## src/rtl/add_pipe_if.sv

```systemverilog
// Handshake bundle for add_pipe: operand side (in_*) and result side (out_*).
// The producer/consumer drives through master; the adder itself plugs in as slave.
interface add_pipe_if #(
    parameter int WIDTH = 32
);
    logic             in_valid;
    logic             in_ready;
    logic [WIDTH-1:0] in_a;
    logic [WIDTH-1:0] in_b;
    logic             in_sub;
    logic             out_valid;
    logic             out_ready;
    logic [WIDTH-1:0] out_sum;
    logic             out_carry;
    logic             out_ovf;

    modport master (
        output in_valid, in_a, in_b, in_sub, out_ready,
        input  in_ready, out_valid, out_sum, out_carry, out_ovf
    );

    modport slave (
        input  in_valid, in_a, in_b, in_sub, out_ready,
        output in_ready, out_valid, out_sum, out_carry, out_ovf
    );
endinterface

```

## src/rtl/add_pipe.sv

```systemverilog
// Pipelined add/subtract: the carry chain is cut into STAGES chunks, one register
// stage per chunk, with a single global enable driven by downstream back-pressure.
module add_pipe #(
    parameter int WIDTH  = 32,
    parameter int STAGES = 4
) (
    input logic       clk,
    input logic       rst,
    add_pipe_if.slave bus
);
    localparam int STG_SAFE = (STAGES < 1) ? 1 : STAGES;
    localparam int CHUNK    = WIDTH / STG_SAFE;

    if ((STAGES < 1) || ((WIDTH % STG_SAFE) != 0)) begin : g_param_check
        $error("add_pipe: STAGES (%0d) must be >= 1 and divide WIDTH (%0d)", STAGES, WIDTH);
    end

    typedef struct packed {
        logic [WIDTH-1:0] s;
        logic             c;
    } step_t;

    // Adds chunk k of a and b plus cin, dropping the chunk result into s.
    function automatic step_t add_chunk(input logic [WIDTH-1:0] a, b, s,
                                        input logic cin, input int k);
        logic [CHUNK:0] part;
        step_t          r;
        part = {1'b0, a[k*CHUNK +: CHUNK]} + {1'b0, b[k*CHUNK +: CHUNK]}
             + (CHUNK+1)'(cin);
        r.s = s;
        r.s[k*CHUNK +: CHUNK] = part[CHUNK-1:0];
        r.c = part[CHUNK];
        return r;
    endfunction

    // Same-sign operands producing an opposite-sign result have wrapped.
    function automatic logic ovf_flag(input logic signed [WIDTH-1:0] a, b, s);
        return ((a < 0) == (b < 0)) && ((s < 0) != (a < 0));
    endfunction

    logic             vld_p [STAGES];
    logic             cy_p  [STAGES];
    logic [WIDTH-1:0] a_p   [STAGES];
    logic [WIDTH-1:0] b_p   [STAGES];
    logic [WIDTH-1:0] s_p   [STAGES];
    step_t            stg   [STAGES];
    logic [WIDTH-1:0] b_mod;
    logic             en;

    assign en           = !vld_p[STAGES-1] || bus.out_ready;
    assign bus.in_ready = en && !rst;
    assign b_mod        = bus.in_sub ? ~bus.in_b : bus.in_b;

    always_comb begin
        stg[0] = add_chunk(bus.in_a, b_mod, '0, bus.in_sub, 0);
        for (int k = 1; k < STAGES; k++) begin
            stg[k] = add_chunk(a_p[k-1], b_p[k-1], s_p[k-1], cy_p[k-1], k);
        end
    end

    // Every stage, bubbles included, advances together only when en is high.
    always_ff @(posedge clk) begin
        if (rst) begin
            for (int k = 0; k < STAGES; k++) begin
                vld_p[k] <= 1'b0;
                cy_p[k]  <= 1'b0;
                a_p[k]   <= '0;
                b_p[k]   <= '0;
                s_p[k]   <= '0;
            end
        end else if (en) begin
            // stage 0 boundary: operands enter with B already conditioned
            vld_p[0] <= bus.in_valid && bus.in_ready;
            a_p[0]   <= bus.in_a;
            b_p[0]   <= b_mod;
            s_p[0]   <= stg[0].s;
            cy_p[0]  <= stg[0].c;
            // stages 1..STAGES-1 boundary: one more chunk resolved per stage
            for (int k = 1; k < STAGES; k++) begin
                vld_p[k] <= vld_p[k-1];
                a_p[k]   <= a_p[k-1];
                b_p[k]   <= b_p[k-1];
                s_p[k]   <= stg[k].s;
                cy_p[k]  <= stg[k].c;
            end
        end
    end

    assign bus.out_valid = vld_p[STAGES-1];
    assign bus.out_sum   = s_p[STAGES-1];
    assign bus.out_carry = cy_p[STAGES-1];
    assign bus.out_ovf   = ovf_flag(a_p[STAGES-1], b_p[STAGES-1], s_p[STAGES-1]);
endmodule

```

## src/flat_wrapper.sv

```systemverilog
// flat-port wrapper written by rule: the top's interface ports become plain ports
module add_pipe_flat 
#(
    parameter int WIDTH  = 32,
    parameter int STAGES = 4
)
  (clk, rst, bus_in_valid, bus_in_a, bus_in_b, bus_in_sub, bus_out_ready, bus_in_ready, bus_out_valid, bus_out_sum, bus_out_carry, bus_out_ovf);
  add_pipe_if #(.WIDTH(WIDTH)) bus_i ();
  input logic clk;
  input logic rst;
  input wire logic [$bits(bus_i.in_valid)-1:0] bus_in_valid;
  input wire logic [$bits(bus_i.in_a)-1:0] bus_in_a;
  input wire logic [$bits(bus_i.in_b)-1:0] bus_in_b;
  input wire logic [$bits(bus_i.in_sub)-1:0] bus_in_sub;
  input wire logic [$bits(bus_i.out_ready)-1:0] bus_out_ready;
  output wire logic [$bits(bus_i.in_ready)-1:0] bus_in_ready;
  output wire logic [$bits(bus_i.out_valid)-1:0] bus_out_valid;
  output wire logic [$bits(bus_i.out_sum)-1:0] bus_out_sum;
  output wire logic [$bits(bus_i.out_carry)-1:0] bus_out_carry;
  output wire logic [$bits(bus_i.out_ovf)-1:0] bus_out_ovf;
  assign bus_i.in_valid = bus_in_valid;
  assign bus_i.in_a = bus_in_a;
  assign bus_i.in_b = bus_in_b;
  assign bus_i.in_sub = bus_in_sub;
  assign bus_i.out_ready = bus_out_ready;
  assign bus_in_ready = bus_i.in_ready;
  assign bus_out_valid = bus_i.out_valid;
  assign bus_out_sum = bus_i.out_sum;
  assign bus_out_carry = bus_i.out_carry;
  assign bus_out_ovf = bus_i.out_ovf;
  add_pipe #(.WIDTH(WIDTH), .STAGES(STAGES)) u_core (.clk(clk), .rst(rst), .bus(bus_i));
endmodule
```

## config.mk

```make
export PLATFORM = sky130hd
export DESIGN_NAME = add_pipe_flat
export DESIGN_NICKNAME = d
export VERILOG_FILES = /design/src/rtl/add_pipe_if.sv /design/src/rtl/add_pipe.sv /design/src/flat_wrapper.sv
export SDC_FILE = /design/constraint.sdc
export NUM_CORES = 1
export LEC_CHECK = 0
export CORE_MARGIN = 3
export CORE_UTILIZATION = 42
export DETAILED_ROUTE_END_ITERATION = 8
export GPL_TIMING_DRIVEN = 0
export PLACE_DENSITY_LB_ADDON = 0.05
export SETUP_SLACK_MARGIN = 0.02
export SKIP_LAST_GASP = 1
export SYNTH_ARGS = -nofsm -noshare
export SYNTH_HDL_FRONTEND = slang
export SYNTH_SLANG_ARGS = --single-unit
export TNS_END_PERCENT = 100
```

## constraint.sdc

```tcl
create_clock -name clk -period 9.7 [get_ports clk]
set_input_delay 1.94 -clock clk [delete_from_list [all_inputs] [get_ports clk]]
set_output_delay 1.94 -clock clk [all_outputs]
set_load 0.01 [all_outputs]
```

* Word-level counts from Yosys, hierarchy flattened *
Memories as Yosys holds them, arrays and structs flattened.
Index checks and enable logic that the tools add are counted.

storage, ports and cells
  bits in registers = 0
  memory bits (writable) = 392
  input port bits = 69
  memories kept = 5

cells by class
  add/subtract/negate cells = 8
  magnitude comparators = 3
  equal/unequal tests = 2
  multiplexer cells = 26
  bitwise logic cells = 21
  reduce and logical (&&, ||, !) cells = 6

memories
  memory        words  bits a word  read ports  clocked after memory_dff  write ports  RTL line        RTL
  u_core.a_p    4      32           4           0                         4            add_pipe.sv:43  logic [WIDTH-1:0] a_p [STAGES];
  u_core.b_p    4      32           4           0                         4            add_pipe.sv:44  logic [WIDTH-1:0] b_p [STAGES];
  u_core.s_p    4      32           4           0                         4            add_pipe.sv:45  logic [WIDTH-1:0] s_p [STAGES];
  u_core.cy_p   4      1            4           0                         4            add_pipe.sv:42  logic cy_p [STAGES];
  u_core.vld_p  4      1            4           0                         4            add_pipe.sv:41  logic vld_p [STAGES];

operator list
  cell                                                  number
  two-way mux 32 bit                                    13
  < comparator 32 x 1 -> 1 bit (second input constant)  3
  adder 8 x 8 -> 9 bit                                  4
  adder 9 x 1 -> 9 bit                                  4
  NOT 32 bit                                            1
  bitwise OR 1 bit                                      20
  two-way mux 1 bit                                     13
  logical AND 1 bit                                     3
  zero test 1 bit                                       2
  equality test 1 bit                                   1
  logical OR 1 bit                                      1
  != test 1 bit                                         1

* Depth between registers and ports, before layout *
Gate-level depths: netlist of run 1.
An unclocked memory read counts as a cell.

  depth in word-level cells = 7
  gate-level depth with buffers = 9
  depth with buffers taken out = 8

* Worst setup path after synthesis of run 1 *
No wires, ideal clock.

  path kind = input -> register
  start point = in bus_out_ready
  end point = mem u_core.a_p[0][10], enable pin
  library setup time = 1.962 ns
  data arrival time = 6.131 ns
  slack = 1.607 ns
  stages on the path = 2
  cells stage by stage = inv_1 -> nand3_1

RTL lines
  what         RTL line            RTL
  from (decl)  flat_wrapper.sv:15  input wire logic [$bits(bus_i.out_ready)-1:0] bus_out_ready;
  to (decl)    add_pipe.sv:43

* Final worst setup path of run 1 *
  start point = in bus_out_ready
  end point = out bus_in_ready

between the ends
  longest elaborated chain between the ends = 2

ends and longest elaborated chain
  what               RTL line            RTL
  logical OR 1 bit   add_pipe.sv:50      assign en = !vld_p[STAGES-1] || bus.out_ready;
  logical AND 1 bit  add_pipe.sv:51      assign bus.in_ready = en && !rst;
  to (decl)          flat_wrapper.sv:16  output wire logic [$bits(bus_i.in_ready)-1:0] bus_in_ready;

Every way passes these cells.

==> flow_metrics.py, run 1 <==
metrics = {
    "worst_setup_path": {
        "r2r_start": "u_core.a_p[0][88]$_SDFFCE_PN0P_",
        "regToRegSetupSlack_ps": 7260,
        "cp_data_arrival_time_ps": 4270,
        "endpoint_kind": "output port",
        "timing.rr.end": "u_core.cy_p[0][3]$_DFFE_PP_",
        "r2r_cells": 7,
        "crit_path_max_fanout": 10,
        "cp_data_required_time_ps": 7760,
        "critPathLaunchType": "input pin",
        "critical_path_class": "input pin to output port",
    },
    "global_route": {
        "grtUsageMet2": 0.261,
        "antenna_found_initial": 0,
        "grt_max_degree": 68,
        "grt_busiest_layer": "met2",
        "grt_pass1_wl_um": 24100,
        "gr-usage-met1": 0.167,
        "grt_pass1_vias": 4830,
        "grtUsageMet3": 0.0283,
        "track_usage": 0.143,
        "grt_overflow": 0,
    },
    "floorplanning": {
        "die_area_sq_um": 22200,
        "std_cell_rows": 51,
        "initial_core_util": 0.434,
        "die_w_um": 149,
        "fp.coreArea_sq_um": 19800,
        "die_h_um": 149,
        "pin_count": 105,
    },
    "yosys": {
        "ys_seq_area_frac": 0.651,
        "yosysWarningCount": 0,
        "synth_top_area_frac": 0.651,
        "syn_inst": 634,
        "synth_edf_count": 186,
        "synth.area.top_cells": "edfxtp_1 (65%), and2_1 (9.6%), ha_1 (4.1%)",
        "yosysTopAreaCell": "edfxtp_1",
        "syn_nets": 738,
        "synth_ff_type": "edfxtp_1",
        "async_flop_share": 0,
        "synth.distinct_cells": 45,
        "ys_ff_latch": 186,
        "synth_area_sq_um": 8580,
        "syn_area_per_cell_sq_um": 13.5,
    },
    "sta": {
        "max_freq_mhz": 161,
        "finalCriticalPeriod_ps": 6210,
        "slew_viol_final": 0,
        "period_share": 0.640,
        "rsz0062_at_grt": "no",
        "worst_clock_skew_ps": 8.91,
        "hold_violations": 0,
        "slew_headroom": 0.407,
        "setup_viol": 0,
        "tightest_slew_ps": 890,
    },
    "finish": {
        "drive_above_1_share": 0.0920,
        "multi_input_area_sq_um": 2590,
        "final_nets": 863,
        "syn2layout_area_growth_pct": 23.4,
        "stdcell_count": 1037,
        "fillers": 1692,
        "final_core_util": 0.535,
        "regArea_sq_um": 5590,
        "n_antenna_cell": 0,
    },
    "routing": {
        "vias": 4887,
        "wl_per_cell_um": 14.7,
        "postRouteWirelength_um": 15200,
        "viasPerCell": 4.71,
        "drc": 0,
        "ant_nets": 0,
        "drt_iter0_drc": 260,
        "first_pass_iters": 4,
    },
    "clocking": {
        "cts_tree": "built",
        "post_cts_buffers": 0,
        "clock-sinks": 186,
        "clk_path_buf_depth": 2,
        "numCtsBuffers": 17,
        "clkLatencyLatePin_ps": 420,
        "htreeDepth": 4,
        "ctsHoldBuffers": 0,
        "cts_root_buf": "clkbuf_16",
        "path_clk_slew_ps": 70,
        "cts_resized": 0,
    },
    "pwr": {
        "p_per_area_nw_per_um2": 172,
        "p_leak_nw": 4.34,
        "peakVddDrop_mv": 0.124,
        "power_mw": 1.82,
    },
    "placed_design": {
        "io_buffers": 103,
        "placed_cells": 1005,
        "gp_congestion": 0.767,
        "dp_hpwl_um": 10800,
    },
    "worst_hold_path": {
        "holdCritPathClass": "register to register",
        "hold_start": "u_core.a_p[0][25]$_SDFFCE_PN0P_",
        "worstHoldEndpoint": "u_core.a_p[0][57]$_SDFFCE_PN0P_",
        "hold_depth": 1,
    },
    "run_status": {
        "status": "finished, final reports clean",
    },
    "job": {
        "drv_cap": 0,
    },
}
[cell usage after synthesis (3+ instances only)]
cell type and number:
a211oi_1 8, a21o_1 5, a21oi_1 9, a31oi_1 3
and2_1 132, and3_1 3, buf_2 5, buf_4 32
clkbuf_1 19, edfxtp_1 186, fa_1 7, ha_1 28
inv_1 21, nand2_1 7, nand3_1 5, nor2_1 52
nor2b_1 7, nor3_1 9, o211ai_1 3, o21a_1 5
o21ai_0 15, or4_1 4, xnor2_1 28, xor2_1 13
[where the power goes]
part / switching, mW / total, mW / internal, mW / leakage (nW)
clock network: 0.283 / 0.659 / 0.375 / 0.268
logic: 0.0918 / 0.200 / 0.108 / 1.86
registers: 0.0141 / 0.961 / 0.947 / 2.21
total: 0.389 / 1.82 / 1.43 / 4.34
[state kept, by name (all words and copies together), names as in the netlist]
signal,count
u_core.a_p,49
u_core.b_p,49
u_core.cy_p,4
u_core.s_p,80
u_core.vld_p,4
[cell type report]
| class | count | share of cell area |
|---|---|---|
| clock buffers | 18 | 0.0405 |
| inverters | 21 | 0.00744 |
| repair buffers | 106 | 0.104 |
| multi-input cells | 370 | 0.244 |
| well taps | 265 | 0.0313 |
| clock inverters | 14 | 0.0123 |
| plain buffers | 57 | 0.0323 |
| flip-flops and latches | 186 | 0.527 |
[cells in the final DEF (no fill, tap or decap), drive strengths merged, types with 7 or more instances in the layout]
| master | synthesis | final |
|---|---|---|
| a211oi | 8 | 8 |
| a21oi | 10 | 10 |
| and2 | 132 | 132 |
| buf | 37 | 40 |
| clkbuf | 20 | 38 |
| clkdlybuf4s50 | 0 | 103 |
| clkinv | 0 | 9 |
| edfxtp | 186 | 186 |
| fa | 7 | 7 |
| ha | 28 | 28 |
| inv | 21 | 22 |
| nand2 | 7 | 7 |
| nor2 | 52 | 52 |
| nor2b | 7 | 7 |
| nor3 | 9 | 9 |
| o21ai | 16 | 16 |
| xnor2 | 28 | 28 |
| xor2 | 13 | 13 |
[critical path, stage by stage]
cell and delay, ps:
clkdlybuf4s50_1 500, inv_1 90, a21o_1 160, clkbuf_1 240, inv_1 220, buf_2 230, buf_2 300, clkdlybuf4s50_1 590
[kinds of logic after synthesis]
group / Yosys count / share of synthesized area
and+or+nand+nor: 230 / 0.150
DFF: 186 / 0.651
buffers and inverters: 78 / 0.0490
AOI/OAI and AO/OA: 63 / 0.0493
xor gates and xnor gates: 41 / 0.0418
adders and majority gates: 35 / 0.0572
muxes: 1 / 0.00175
[metrics by stage]
step	setup WS (ps)	hold slack, ps	instance area [sq um]	TNS (ps)
2_1_floorplan	1610	497	8580	0
3_3_place_gp	-1180	498	9940	-219030
3_5_place_dp	3420	502	10000	0
4_1_cts	3400	511	10600	0
5_1_grt	3330	524	10600	0
6_report	3490	508	10600	0
[worst max path at each step]
stage	start	to	slack, ps	cells after the start
floorplan	bus_out_ready	u_core.a_p[0][10]$_SDFFCE_PN0P_	1610	2
detailed placement	bus_out_ready	bus_in_ready	3420	8
global route	bus_out_ready	bus_in_ready	3330	8
global placement	bus_out_ready	u_core.s_p[0][114]$_SDFFCE_PN0P_	-1180	3
finish	bus_out_ready	bus_in_ready	3490	8
CTS	bus_out_ready	bus_in_ready	3400	8
[metal layers]
layer / up-vias / share of wire
met4: 0 / 0.016
met5: - / 0
li1: 2443 / -
met3: 16 / 0.027
met2: 72 / 0.55
met1: 2356 / 0.41
Note: power is estimated with default switching activity, not from simulation.
==> run 2: changes to the inputs <==
clock period = 5.1 ns   (was 9.7 ns; I/O delays follow)
==> flow_metrics.py, run 2 (synthesis gave the netlist of run 1 again) <==
metrics = {
    "finish": {
        "final_nets": 862,
        "final_core_util": 0.532,
        "top_regs": "u_core.s_p: 80 flops, u_core.a_p: 49 flops, u_core.b_p: 49 flops",
        "largest_reg_flops": 80,
        "design_area_sq_um": 10500,
        "largest-register": "u_core.s_p",
        "drive_above_1_share": 0.0882,
        "mostFrequentLayoutCells": "edfxtp_1 (186), and2_1 (132), clkdlybuf4s50_1 (103), nor2_1 (52), buf_4 (32)",
        "fillers": 1695,
        "final_common_cell": "edfxtp_1",
        "syn2layout_area_growth_pct": 22.7,
        "n_antenna_cell": 0,
    },
    "sta": {
        "slew_viol_final": 0,
        "holdWs_ps": 512,
        "timing.setup.tns_ps": 0,
        "slew_headroom": 0.385,
        "max_freq_mhz": 228,
        "setup_viol": 0,
        "rsz0062_at_grt": "no",
        "period_share": 0.861,
        "worst_clock_skew_ps": 6.48,
        "finalCriticalPeriod_ps": 4390,
        "tightest_slew_ps": 922,
        "hold_violations": 0,
    },
    "floorplanning": {
        "initial_core_util": 0.434,
        "std_cell_rows": 51,
        "fp.coreArea_sq_um": 19800,
        "pin_count": 105,
        "die_w_um": 149,
        "die_h_um": 149,
        "die_area_sq_um": 22200,
    },
    "clocking": {
        "clock-sinks": 186,
        "ctsHoldBuffers": 0,
        "cts_root_buf": "clkbuf_16",
        "path_clk_slew_ps": 70,
        "htreeDepth": 4,
        "cts_resized": 0,
        "post_cts_buffers": 0,
        "numCtsBuffers": 17,
        "clk_path_buf_depth": 2,
        "clkLatencyLatePin_ps": 410,
        "cts_tree": "built",
    },
    "routing": {
        "postRouteWirelength_um": 15400,
        "first_pass_iters": 5,
        "drc": 0,
        "drt_iter0_drc": 314,
        "vias": 4866,
        "viasPerCell": 4.70,
        "ant_nets": 0,
        "wl_per_cell_um": 14.8,
    },
    "worst_hold_path": {
        "worstHoldEndpoint": "u_core.a_p[0][51]$_SDFFCE_PN0P_",
        "hold_depth": 1,
        "holdCritPathClass": "register to register",
        "hold_start": "u_core.a_p[0][19]$_SDFFCE_PN0P_",
    },
    "placed_design": {
        "place_area_sq_um": 10000,
        "gp_congestion": 0.761,
        "io_buffers": 103,
        "dp_hpwl_um": 10700,
    },
    "worst_setup_path": {
        "crit_path_max_fanout": 10,
        "cp_data_arrival_time_ps": 3370,
        "r2r_cells": 7,
        "critical_path_class": "input pin to output port",
        "timing.rr.end": "u_core.cy_p[0][3]$_DFFE_PP_",
        "cp_data_required_time_ps": 4080,
        "regToRegSetupSlack_ps": 2610,
        "r2r_start": "u_core.a_p[0][88]$_SDFFCE_PN0P_",
        "endpoint_kind": "output port",
        "critPathLaunchType": "input pin",
    },
    "global_route": {
        "grt_pass1_vias": 4939,
        "grt_pass1_wl_um": 24600,
        "track_usage": 0.145,
        "grt_overflow": 0,
        "grt_max_degree": 68,
        "antenna_found_initial": 0,
    },
    "job": {
        "drv_cap": 0,
    },
    "pwr": {
        "peakVddDrop_mv": 0.224,
        "p_per_area_nw_per_um2": 322,
        "p_leak_nw": 4.31,
    },
    "run_status": {
        "status": "finished, final reports clean",
    },
}
run 2: cell count changes in the layout (fill, tap and decap cells not counted), sizes merged:
cell    change
clkinv      -1
bufinv      -1
inv         -1
buf         -1
clkbuf      +3
run 2: per-layer routing:
layer,up-vias,GRT usage,part of all wire
met4,0,0.0430,0.011
met2,120,0.264,0.55
met1,2295,0.169,0.40
met5,-,0,0
met3,11,0.0371,0.046
li1,2440,-,-
run 2: where the power goes:
group,switching (mW),internal (mW),total (mW)
Clock,0.519,0.662,1.18
Sequential,0.0270,1.80,1.83
Combinational,0.175,0.204,0.380
Total,0.721,2.67,3.39
run 2: worst max-delay path by stage:
stage,startpoint,to,cells after the start
after detailed placement,bus_out_ready,bus_in_ready,8
after global placement,rst,u_core.s_p[0][114]$_SDFFCE_PN0P_,3
after CTS,bus_out_ready,bus_in_ready,8
after floorplan,bus_out_ready,u_core.a_p[0][10]$_SDFFCE_PN0P_,2
after global routing,bus_out_ready,bus_in_ready,8
final,bus_out_ready,bus_in_ready,8
run 2: metrics by stage:
stage	setup slack, ps	power (mW)	cells
after floorplan	340	2.09	634
after global placement	-1400	2.23	1002
after detailed placement	655	2.25	1004
after CTS	632	3.43	1036
after global routing	484	3.54	1036
final	708	3.39	1036
run 2: final cells by class:
class	count	area, sq um	share of cell area
Clock inverter	11	80.1	0.00760
Timing Repair Buffer	105	1090	0.103
Tap cell	265	332	0.0315
Sequential cell	186	5590	0.530
Multi-Input combinational cell	370	2590	0.246
Inverter	21	78.8	0.00748
Clock buffer	21	440	0.0418
Buffer	57	342	0.0324
run 2: critical path, cell delays in order:
cell and delay, ps:
clkdlybuf4s50_1 450, inv_1 70, a21o_1 160, clkbuf_1 280
inv_1 230, buf_2 230, buf_2 320, clkdlybuf4s50_1 600
==> run 3: changes to the inputs <==
ABC_CLOCK_PERIOD_IN_PS = 5100   (was not set)
CTS_CLUSTER_DIAMETER = 60   (was not set)
==> results of run 3 <==
Same layout as run 2: the final DEF is identical, and so are final timing and power.
